File: config.mk
export PLATFORM = sky130hd
export DESIGN_NAME = icache_port_arb
export DESIGN_NICKNAME = d
export VERILOG_FILES = /design/src/rtl/icache_port_arb_pkg.sv /design/src/rtl/icache_port_oq.sv /design/src/rtl/icache_port_arb.sv
export SDC_FILE = /design/constraint.sdc
export NUM_CORES = 1
export LEC_CHECK = 0
export BUFFER_PORTS_ARGS = -buffer_cell sky130_fd_sc_hd__clkbuf_2
export CAP_MARGIN = 20
export CORE_AREA = 2 2 102 104
export CTS_CLUSTER_DIAMETER = 40
export CTS_CLUSTER_SIZE = 20
export DETAILED_ROUTE_END_ITERATION = 10
export DIE_AREA = 0 0 104 106
export GPL_ROUTABILITY_DRIVEN = 0
export MAX_ROUTING_LAYER = met4
export PLACE_DENSITY = 0.86
export REMOVE_ABC_BUFFERS = 1
export SLEW_MARGIN = 0
export SYNTH_ARGS = -nofsm -noshare
export SYNTH_HDL_FRONTEND = slang
export SYNTH_SLANG_ARGS = --single-unit
File: constraint.sdc
create_clock -name clk -period 2.25 [get_ports clk]
set_input_delay 0.1125 -clock clk [delete_from_list [all_inputs] [get_ports clk]]
set_output_delay 0.1125 -clock clk [all_outputs]
set_load 0.01 [all_outputs]
File: src/rtl/icache_port_arb_pkg.sv
// Shared types and widths for the icache request-port arbiter.
// Queue entries record the owner of each accepted request and whether it was cancelled.
package icache_port_arb_pkg;

  localparam int ICACHE_OP_W   = 5;
  localparam int ICACHE_DATA_W = 64;

  typedef struct packed {
    logic is_cacop;
    logic cancel;
  } oq_entry_t;

  typedef enum logic [1:0] {
    IDLE   = 2'd0,
    HOLD_F = 2'd1,
    HOLD_C = 2'd2
  } grant_state_e;

endpackage

File: src/rtl/icache_port_oq.sv
// In-order outstanding queue of accepted icache requests.
// Flush marks every stored fetch entry cancelled; cacop entries are untouched.
module icache_port_oq
  import icache_port_arb_pkg::*;
#(
  parameter int DEPTH = 2,
  parameter int CNT_W = 2
) (
  input  logic             clk,
  input  logic             rst_n,
  input  logic             push,
  input  oq_entry_t        push_entry,
  input  logic             pop,
  input  logic             flush,
  output oq_entry_t        head,
  output logic [CNT_W-1:0] count,
  output logic             full,
  output logic             empty,
  output logic             push_err
);

  localparam int SLOTS = 2 ** CNT_W;

  oq_entry_t        mem_q [SLOTS];
  logic [CNT_W-1:0] head_q;
  logic [CNT_W-1:0] tail_q;
  logic [CNT_W-1:0] count_q;
  logic             pop_ok;
  logic             push_ok;

  function automatic logic [CNT_W-1:0] nxt(
    input logic [CNT_W-1:0] p
  );
    return (p == CNT_W'(DEPTH - 1)) ? '0 : p + CNT_W'(1);
  endfunction

  assign count    = count_q;
  assign empty    = (count_q == '0);
  assign full     = (count_q == CNT_W'(DEPTH));
  assign head     = mem_q[head_q];
  assign pop_ok   = pop & ~empty;
  assign push_ok  = push & (~full | pop_ok);
  assign push_err = push & full & ~pop_ok;

  always_ff @(posedge clk or negedge rst_n) begin
    if (!rst_n) begin
      for (int i = 0; i < SLOTS; i++) begin
        mem_q[i] <= '0;
      end
      head_q  <= '0;
      tail_q  <= '0;
      count_q <= '0;
    end else begin
      if (flush) begin
        for (int i = 0; i < SLOTS; i++) begin
          if (!mem_q[i].is_cacop) begin
            mem_q[i].cancel <= 1'b1;
          end
        end
      end
      // A push in the flush cycle already carries its own cancel bit
      if (push_ok) begin
        mem_q[tail_q] <= push_entry;
        tail_q        <= nxt(tail_q);
      end
      if (pop_ok) begin
        head_q <= nxt(head_q);
      end
      count_q <= count_q + CNT_W'(push_ok) - CNT_W'(pop_ok);
    end
  end

endmodule

File: src/rtl/icache_port_arb.sv
// Arbitrates the icache request port between fetch and cacop requesters.
// Routes in-order responses to their owner and drops cancelled fetches.
module icache_port_arb
  import icache_port_arb_pkg::*;
#(
  parameter int MAX_OUT = 2,
  parameter int CNT_W   = 2
) (
  input  logic                     clk,
  input  logic                     rst_n,
  input  logic                     flush_i,
  input  logic                     fetch_req_i,
  input  logic [31:0]              fetch_addr_i,
  output logic                     fetch_addr_ok_o,
  output logic                     fetch_data_ok_o,
  output logic [ICACHE_DATA_W-1:0] fetch_rdata_o,
  input  logic                     cacop_req_i,
  input  logic [ICACHE_OP_W-1:0]   cacop_op_i,
  input  logic [31:0]              cacop_addr_i,
  output logic                     cacop_addr_ok_o,
  output logic                     cacop_done_o,
  output logic                     icache_req_o,
  output logic                     icache_is_cacop_o,
  output logic [ICACHE_OP_W-1:0]   icache_op_o,
  output logic [31:0]              icache_addr_o,
  input  logic                     icache_addr_ok_i,
  input  logic                     icache_data_ok_i,
  input  logic [ICACHE_DATA_W-1:0] icache_rdata_i,
  output logic [CNT_W-1:0]         out_num_o,
  output logic                     error_o
);

  grant_state_e           state_q, state_d;
  logic [31:0]            hold_addr_q, hold_addr_d;
  logic [ICACHE_OP_W-1:0] hold_op_q, hold_op_d;
  logic                   hold_cancel_q, hold_cancel_d;
  logic                   error_q;

  logic             pick_c, pick_f;
  logic             own_f, own_c;
  logic             accept;
  logic             cacop_pend;
  logic             push, pop;
  oq_entry_t        push_entry;
  oq_entry_t        head;
  logic [CNT_W-1:0] out_num;
  logic             full, empty, push_err;
  logic             head_live;

  icache_port_oq #(
    .DEPTH (MAX_OUT),
    .CNT_W (CNT_W)
  ) u_oq (
    .clk        (clk),
    .rst_n      (rst_n),
    .push       (push),
    .push_entry (push_entry),
    .pop        (pop),
    .flush      (flush_i),
    .head       (head),
    .count      (out_num),
    .full       (full),
    .empty      (empty),
    .push_err   (push_err)
  );

  // A cacop only enters an empty queue and blocks fetches, so it is always the head
  assign cacop_pend = ~empty & head.is_cacop;

  always_comb begin
    pick_c = cacop_req_i & (out_num == '0);
    pick_f = ~pick_c & fetch_req_i & ~cacop_pend
           & (out_num < CNT_W'(MAX_OUT));
    state_d           = state_q;
    hold_addr_d       = hold_addr_q;
    hold_op_d         = hold_op_q;
    hold_cancel_d     = hold_cancel_q;
    icache_req_o      = 1'b0;
    icache_is_cacop_o = 1'b0;
    icache_op_o       = '0;
    icache_addr_o     = '0;
    own_f             = 1'b0;
    own_c             = 1'b0;
    unique case (state_q)
      IDLE: begin
        own_c             = pick_c;
        own_f             = pick_f;
        icache_req_o      = pick_c | pick_f;
        icache_is_cacop_o = pick_c;
        unique case (1'b1)
          pick_c: begin
            icache_op_o   = cacop_op_i;
            icache_addr_o = cacop_addr_i;
          end
          pick_f: icache_addr_o = fetch_addr_i;
          default: ;
        endcase
        if (icache_req_o && !icache_addr_ok_i) begin
          hold_addr_d   = icache_addr_o;
          hold_op_d     = icache_op_o;
          hold_cancel_d = pick_f & flush_i;
          state_d       = pick_c ? HOLD_C : HOLD_F;
        end
      end
      HOLD_F: begin
        own_f         = 1'b1;
        icache_req_o  = 1'b1;
        icache_addr_o = hold_addr_q;
        hold_cancel_d = hold_cancel_q | flush_i;
        if (icache_addr_ok_i) begin
          hold_cancel_d = 1'b0;
          state_d       = IDLE;
        end
      end
      HOLD_C: begin
        own_c             = 1'b1;
        icache_req_o      = 1'b1;
        icache_is_cacop_o = 1'b1;
        icache_op_o       = hold_op_q;
        icache_addr_o     = hold_addr_q;
        if (icache_addr_ok_i) begin
          state_d = IDLE;
        end
      end
      default: state_d = IDLE;
    endcase
  end

  assign accept          = icache_addr_ok_i & icache_req_o;
  assign fetch_addr_ok_o = accept & own_f & ~hold_cancel_q & ~flush_i;
  assign cacop_addr_ok_o = accept & own_c;

  assign push                = accept;
  assign push_entry.is_cacop = own_c;
  assign push_entry.cancel   = own_f & (hold_cancel_q | flush_i);

  // Flush wins over a response arriving in the same cycle
  assign pop             = icache_data_ok_i & ~empty;
  assign head_live       = pop & ~head.is_cacop & ~head.cancel & ~flush_i;
  assign fetch_data_ok_o = head_live;
  assign fetch_rdata_o   = head_live ? icache_rdata_i : '0;
  assign cacop_done_o    = pop & head.is_cacop;

  assign out_num_o = out_num;
  assign error_o   = error_q;

  always_ff @(posedge clk or negedge rst_n) begin
    if (!rst_n) begin
      state_q       <= IDLE;
      hold_addr_q   <= '0;
      hold_op_q     <= '0;
      hold_cancel_q <= 1'b0;
      error_q       <= 1'b0;
    end else begin
      state_q       <= state_d;
      hold_addr_q   <= hold_addr_d;
      hold_op_q     <= hold_op_d;
      hold_cancel_q <= hold_cancel_d;
      if ((icache_data_ok_i & empty) |
          (icache_addr_ok_i & ~icache_req_o) |
          push_err) begin
        error_q <= 1'b1;
      end
    end
  end

endmodule

[Yosys cells after proc, flatten, opt, wreduce, memory -nomap -nowiden]
Index checks and enable logic that the tools add are counted.
Operators by class
  reductions and logical operators: 10
  bitwise operators: 40
  order comparisons: 4
  eq/ne operators: 7
  mux-type cells: 32
  add/subtract/negate cells: 4
Operator list (count)
  $pmux W32 S2: 2
  $mux W64: 1
  $and A1 B1 Y1: 23
  $mux W2: 8
  $mux W1: 10
  $not A1 Y1: 10
  $pmux W5 S2: 1
  $bwmux W8: 1
  $pmux W1 S2: 4
  $mux W7: 1
  $eq A2 B1 Y1 const B: 3
  $ge A3 B3 Y1 const B: 2
  $not A2 Y3: 2
  $reduce_and A2 Y1: 3
  $mux W5: 1
  $or A1 B1 Y1: 5
  $add A2 B1 Y2 const B: 2
  $bmux W2 S2: 1
  $demux W2 S2: 1
  $eq A2 B2 Y1 const B: 2
  $logic_not A2 Y1: 2
  $pmux W2 S2: 1
  $lt A3 B1 Y1 const B: 1
  $add A2 B1 Y2: 1
  other kinds (8): 9
Storage, ports and cells
  logic and storage cells: 113
  output and inout bits: 110
  register bits: 55
  bits of input ports: 140

[Longest topological paths before layout]
Gate-level depths: netlist of run 1.
  depth in word-level cells: 14
  depth in mapped cells: 9
  gate-level depth less buffers: 7

[Modules after synthesis]
From an unflattened synthesis of run 1, not the netlist that was laid out.
Unflattened totals
  cells, all modules: 382
  area total of the unflattened synthesis: 3562.2 sq um
By module, submodules not included
  icache_port_arb: area an instance 2870.3 sq um, sequential area each 1026.0 sq um, instances 1, cells an instance 329
  icache_port_oq: area an instance 691.9 sq um, sequential area each 350.3 sq um, instances 1, cells an instance 53

[Least setup slack after synthesis of run 1]
OpenSTA, ideal clock, no wires.
  path kind: reg-to-output
  start: register state_q[0]
  end: output fetch_addr_ok_o
  stages on the path, launching flop included: 8
  data required time: 2138 ps
  buffers on the path: 1
  slack: 19 ps
  arrival: 2118 ps
  cell sequence: dfrtp_1 -> inv_1 -> ha_1 -> buf_2 -> nand2_1 -> o31ai_2 -> nand2_1 -> a2111oi_0
On the way
  word-level cells in the longest chain between the ends: 7
  elaborated cells on any way between the ends: 10
  classes of those cells: eq/ne: 2; mux: 2; bitwise: 4; reduce/logical: 2
RTL lines
  start, declared: line icache_port_arb.sv:33  | grant_state_e state_q, state_d;
  start signal, assigned: line icache_port_arb.sv:155  | state_q <= state_d;
  $eq A2 B2 Y1 or $eq A2 B1 Y1 (tied branches): line icache_port_arb.sv:84  | unique case (state_q)
  $reduce_or A2 Y1 (no line)
  $pmux W1 S2 *: line icache_port_arb.sv:84
  via icache_req_o: line icache_port_arb.sv:22  | output logic icache_req_o,
  $and A1 B1 Y1 *: line icache_port_arb.sv:129  | assign accept = icache_addr_ok_i & icache_req_o;
  $and A1 B1 Y1 * (3 in series): line icache_port_arb.sv:130  | assign fetch_addr_ok_o = accept & own_f & ~hold_cancel_q & ~flush_i;
  end, declared: line icache_port_arb.sv:14  | output logic fetch_addr_ok_o,
Mark *: on every way through the listed nets, which the timed path passes. The rest lies on a longest branch.

[Worst setup path after layout of run 1]
  start: register u_oq.head_q[1]
  end: output fetch_addr_ok_o
On the way
  word-level cells in the longest chain between the ends: 14
  elaborated cells on any way between the ends: 15
  classes of those cells: mux: 5; bitwise: 10
RTL lines
  start, declared: line icache_port_oq.sv:25  | logic [CNT_W-1:0] head_q;
  start signal, assigned: line icache_port_oq.sv:67  | head_q <= nxt(head_q);
  $not A2 Y3 (not written as such) *: line icache_port_oq.sv:40  | assign head = mem_q[head_q];
  $bmux W2 S2 *: line icache_port_oq.sv:40
  $mux W2 (not written as such) * (2 in series): line icache_port_oq.sv:40
  $and A1 B1 Y1 *: line icache_port_arb.sv:68  | assign cacop_pend = ~empty & head.is_cacop;
  $not A1 Y1 *: line icache_port_arb.sv:72  | pick_f = ~pick_c & fetch_req_i & ~cacop_pend
  $and A1 B1 Y1 *: line icache_port_arb.sv:72
  $and A1 B1 Y1 *: line icache_port_arb.sv:73  | & (out_num < CNT_W'(MAX_OUT));
  $or A1 B1 Y1: line icache_port_arb.sv:88  | icache_req_o = pick_c | pick_f;
  $pmux W1 S2: line icache_port_arb.sv:84
  $and A1 B1 Y1: line icache_port_arb.sv:129
  $and A1 B1 Y1 * (3 in series): line icache_port_arb.sv:130
Mark *: on every way between the ends. The rest lies on a longest branch, timed or not. The select of a mux whose other input is x is not followed.

==> results.ini, run 1 <==
[status]
violations = setup timing
status = finished, violations left

[clock_network]
clock-sinks = 55
cts.path.max_buffers = 2
clock_latency_ns = 0.31
clkTransAtPathRegs_ns = 0.11
numCtsBuffers = 5
htree_levels = 2
cts_root_buf = clkbuf_8
cts_tree = built

[timing]
setup_violations = 43
finalCriticalPeriod_ns = 2.31
setup_slack_ns = -0.0552
maxSlewViolCount = 0
worst_pin_slew_ns = 0.620
max_slew_margin_pct = 58.2
final_hold_viol_count = 0
clock-skew-final_ns = 0.0146
worst_hold_slack_ns = 0.0405
max_freq_mhz = 434
min_period_over_period_pct = 102
rsz0062_at_grt = true

[grt]
gr-max-usage-layer = met2
grt_use_met3_pct = 4.78
antenna_found_initial = 1
grt_pass1_vias = 3919
met1_usage_pct = 29.2
grt_use_total_pct = 26.7
grt_max_degree = 40
grt_first_pass_wirelength_um = 22100
gr-total-overflow = 0
gr-usage-met2_pct = 48.5

[placement]
port_buffers = 249
dp_worst_setup_slack_ns = 0.0456
place_hpwl_um = 11900

[power_and_ir_drop]
p_total_mw = 6.16
p_leak_nw = 2.89
power_density_mw_per_mm2 = 1090
ir_drop_mv = 0.565

[worst_setup_path]
cp.arrival_ns = 2.19
path_max_fanout = 5
r2r-start = u_oq.head_q[1]
crit_path_start_kind = register
r2r_slack_ns = 0.10
reg2reg_depth = 7
endpoint_kind = output pin
r2r_end = hold_addr_q[16]
worst-endpoint-required_ns = 2.14
crit_type = reg2out

[floorplanning]
fp.dieW_um = 104
core_area_mm2 = 0.0100
die_y_um = 106
start_util_pct = 37.0
fp-row-count = 37
ios = 250
dieArea_mm2 = 0.0110

[yosys]
synthFlopType = dfrtp_1
yosysSeqAreaShare_pct = 37.2
synth-async-reset-ratio_pct = 100
synth.largest_area_cell = dfrtp_1
syn_area_per_cell_um2 = 8.71
synthMuxAreaShare_pct = 12.9
synth_fa_ha_area_share_pct = 1.69
synth_top_family_by_area = simple AND/OR/NAND/NOR gates
synthCells = 425
yosysTopAreaCellShare_pct = 37.2
synth-xor-area-share_pct = 1.18
synthTopCellsByArea = dfrtp_1, and2_1, mux2i_1
synth-seq-cells = 55
yosys_warnings = 0
synth_simple_gate_area_share_pct = 20.0
synth.distinct_cells = 47
synth_edf_count = 0
synth-compound-area-share_pct = 18.1
syn-cell-area_mm2 = 0.00370

[cells_and_area]
fin_util_pct = 56.4
drive_gt1_share_pct = 47.8
area_delta_synth_final_pct = 52.4
fin_nets = 824

[detailed_routing]
first_pass_iters = 5
vias_per_cell = 5.06
ant_nets = 0
vias = 4139
totalWireLength_um = 14800
wl_per_cell_um = 18.1
drt-initial-drc-count = 229
drc = 0

[min_path]
holdCritPathClass = in2reg
hold_start = cacop_op_i[1]
worstHoldPathCells = 3
min_to = hold_op_q[1]

[job]
maxCapViolations = 0

[power breakdown]
part | total [mW] | internal, mW | switching [mW]
Combinational | 3.80 | 1.68 | 2.12
Clock | 0.674 | 0.337 | 0.337
Sequential | 1.69 | 1.39 | 0.302
[layout make-up]
type | count | area [µm²]
Clock buffer | 6 | 72.6
Clock inverter | 2 | 38.8
Sequential cell | 55 | 1380
Tap cell | 136 | 170
Inverter | 49 | 184
Fill cell | 914 | 4360
Multi-Input combinational cell | 290 | 2150
Antenna cell | 2 | 5.00
Timing Repair Buffer | 278 | 1640
[repair_timing]
item,in CTS,in global routing
setup buffers,3,4
hold buffers,1,0
endpoints found under the hold margin,19,0
gates resized for setup,15,112
pin swaps,3,10
endpoints found under the setup margin,98,102
gates cloned,1,2
[cell usage after synthesis, types with 2 or more instances]
master	n
a22o_1	5
buf_2	7
nor3b_1	2
a22oi_1	32
buf_1	2
nand3_1	7
o21ai_0	43
buf_6	3
mux2_1	2
xnor2_1	4
nand2b_1	2
ha_1	5
nor2_1	4
dfrtp_1	55
inv_1	49
nand2_1	39
mux2i_1	41
nand3b_1	2
o22ai_1	2
a21boi_0	2
clkbuf_1	18
nor2b_1	4
a21oi_1	5
and2_1	66
mux2_2	2
[how the worst max path moves through the flow]
stage                         startpoint                to  slack (ns)  depth (start not counted)
after floorplan           u_oq.head_q[1]  fetch_rdata_o[0]       -2.31                          3
after global placement        state_q[0]     u_oq.mem_q[1]        0.16                          6
after detailed placement  u_oq.head_q[1]   fetch_addr_ok_o        0.05                          7
after CTS                 u_oq.head_q[1]  fetch_rdata_o[2]       -0.02                          6
after global routing      u_oq.head_q[1]   fetch_addr_ok_o       -0.12                          7
final                     u_oq.head_q[1]   fetch_addr_ok_o       -0.06                          7
[registers in the layout, summed over array words and instances (netlist names)]
name,cells
u_oq.count,2
u_oq.head_q,2
hold_addr_q,32
hold_op_q,5
error_o,1
u_oq.mem_q,8
u_oq.tail_q,2
state_q,2
hold_cancel_q,1
[kinds of logic after synthesis]
group | after synthesis
flip-flops | 55
multiplexers | 46
buffers and inverters | 80
XOR/XNOR | 5
AND/OR/NAND/NOR | 134
adder cells (fa/ha/maj) | 5
AO/OA/AOI/OAI | 100
[layout by cell type, fill, tap and decap left out, drive strengths merged, types with 2 or more instances in the layout]
cell type	count
a21oi	5
a22o	5
nor3b	2
nand2b	2
nand3	7
nor2b	4
xnor2	4
inv	50
dfrtp	55
diode	2
nand2	39
nor2	6
mux2i	41
a21boi	2
o22ai	2
clkbuf	206
nand3b	2
mux2	4
o21ai	43
buf	76
and2	66
a22oi	32
ha	5
[through the flow]
| step | cells | instance area, µm² | setup TNS, ns |
|---|---|---|---|
| 6_report | 818 | 5640 | -0.552 |
| 5_1_grt | 817 | 5640 | -5.98 |
| 4_1_cts | 810 | 5390 | -0.0576 |
| 3_5_place_dp | 797 | 5160 | 0 |
| 3_3_place_gp | 797 | 5160 | 0 |
| 2_1_floorplan | 394 | 3550 | -178.56 |
[per-layer routing]
metal | up-vias | part of all wire (%)
met5 | - | 0
li1 | 1938 | -
met4 | 0 | 4.1
met1 | 1966 | 38
met2 | 201 | 52
met3 | 34 | 5.9
[worst max-delay path, cell delays in order (launching register included)]
cell       delay [ns]
dfrtp_2          0.47
mux2i_4          0.33
o211ai_4         0.15
nor2_4           0.22
nand2_1          0.11
a2111oi_2        0.31
buf_4            0.17
clkbuf_2         0.12
No activity file was read; power rests on OpenSTA's default activity.
==> run 2: changes to the inputs <==
CORE_AREA = 2 2 117 91   (was 2 2 102 104)
DIE_AREA = 0 0 119 93   (was 0 0 104 106)
==> run 2 against run 1 <==
The run still ends with setup timing left. Sequential share of layout area shrank 2.9 points. Design area grew 14%. Clock power grew 22%. Critical endpoint is now fetch_rdata_o[57]. Largest power group unchanged.
==> results.ini, run 2 (synthesis gave the netlist of run 1 again) <==
[status]
status = finished, violations left
violations = setup timing

[power_and_ir_drop]
power_density_mw_per_mm2 = 1060
p_total_mw = 6.82
comb_power_share_pct = 63.3
switching_power_mw = 2.97
sw_frac_of_total_pct = 43.5
p_leak_nw = 3.15
seqPwrFrac_pct = 24.6
pwr-share-clk_pct = 12.1
ir_drop_mv = 0.555
p_int_mw = 3.85

[clock_network]
clock-sinks = 55
cts.path.max_buffers = 2
cts_root_buf = clkbuf_16
htree_levels = 2
clock_latency_ns = 0.29
clkTransAtPathRegs_ns = 0.08
numCtsBuffers = 5
cts_tree = built

[cells_and_area]
fin_util_pct = 64.3
reg_top3 = hold_addr_q (32), u_oq.mem_q (8), hold_op_q (5)
regMostFlops = hold_addr_q
area_delta_synth_final_pct = 73.1
num_antenna_cells = 0
final_cell_mix = clkbuf_2, buf_6, and2_4, dfrtp_1, inv_1
layoutNonFillerInstCount = 831
final_common_cell = clkbuf_2
final.fill_count = 794
multi_input_area_mm2 = 0.00232
seqCellArea_mm2 = 0.00138
largest_register_ffs = 32
drive_gt1_share_pct = 58.1
fin_nets = 839

[worst_setup_path]
crit_type = reg2out
crit_path_start_kind = register
path_max_fanout = 8
endpoint_kind = output pin
cp.arrival_ns = 2.23
worst-endpoint-required_ns = 2.14

[floorplanning]
fp.dieW_um = 119
start_util_pct = 37.1
ios = 250
die_y_um = 93
core_area_mm2 = 0.00997
fp-row-count = 32
dieArea_mm2 = 0.0111

[detailed_routing]
vias_per_cell = 5.16
totalWireLength_um = 16700
first_pass_iters = 4
vias = 4292
drt-initial-drc-count = 170
drc = 0
ant_nets = 0
wl_per_cell_um = 20.1

[timing]
finalCriticalPeriod_ns = 2.35
final_hold_viol_count = 0
rsz0062_at_grt = true
clock-skew-final_ns = 0.00587
worst_pin_slew_ns = 0.718
maxSlewViolCount = 0
max_freq_mhz = 426
setup_slack_ns = -0.0969
setup_violations = 58
min_period_over_period_pct = 104
max_slew_margin_pct = 52.1

[placement]
dp_worst_setup_slack_ns = 0.0213
place_hpwl_um = 11400
port_buffers = 249
dp.cells = 794

[grt]
grt_use_total_pct = 26.2
antenna_found_initial = 0
grt_pass1_vias = 3892
grt_first_pass_wirelength_um = 21800
gr-total-overflow = 0
grt_max_degree = 56

[job]
maxCapViolations = 0

[min_path]
holdCritPathClass = in2reg

==> run 2: repair_timing <==
item                                    in CTS  in global routing
gates resized for setup                     26                283
endpoints found under the setup margin      98                110
setup buffers                                6                 15
pin swaps                                    3                 60
gates cloned                                 2                  5
hold buffers                                 1                  0
hold endpoints to repair                    55                  0
==> run 2: area by class of cell <==
cell class,instances,area share (%)
clock inverter,2,0.312
inverter,49,2.87
tap,136,2.66
multi-input combinational,290,36.3
timing repair buffer,293,34.2
sequential,55,21.5
clock buffer,6,2.17
==> run 2: final timing paths <==
kind / start / to / slack [ns] / cells past startpoint
worst max-delay path: u_oq.head_q[1] / fetch_rdata_o[57] / -0.1 / 6
worst min-delay path: cacop_op_i[1] / hold_op_q[1] / 0.08 / 3
worst max register to register: state_q[0] / u_oq.mem_q[1] / 0 / 8
worst min register to register: error_o / error_o / 0.52 / 2
max in group asynchronous: rst_n / u_oq.head_q[0] / 1.22 / 3
min in group asynchronous: rst_n / hold_addr_q[10] / 0.50 / 3
==> run 2: worst max-delay path, cell delays in order, from the launching register on <==
cell	delay, ns
dfrtp_2	0.44
mux4_2	0.55
nor4_4	0.31
buf_6	0.22
buf_6	0.15
and2_4	0.16
buf_6	0.11
==> run 2: per-layer routing <==
layer,track usage [%],share of wire (%),vias to the layer above
met5,-,0,-
met4,14.4,5.4,0
met3,7.50,8.5,57
met2,42.6,49,224
met1,29.5,37,2038
li1,-,-,1973
==> run 2: power groups by stage <==
stage | combinational [mW] | sequential, mW | clock (mW)
2_1_floorplan | 1.97 | 1.62 | 0
3_3_place_gp | 3.27 | 1.66 | 0
3_5_place_dp | 3.34 | 1.68 | 0
4_1_cts | 3.55 | 1.67 | 0.842
5_1_grt | 4.64 | 1.73 | 0.885
6_report | 4.32 | 1.68 | 0.824
==> run 2: through the flow <==
stage / cell area (µm²) / TNS, ns / hold slack [ns]
finish: 6410 / -3.67 / 0.0781
global route: 6410 / -8.15 / 0.0924
CTS: 5450 / -0.167 / 0.0698
detailed placement: 5150 / 0 / 0.297
global placement: 5150 / 0 / 0.287
floorplan: 3550 / -178.56 / -0.183
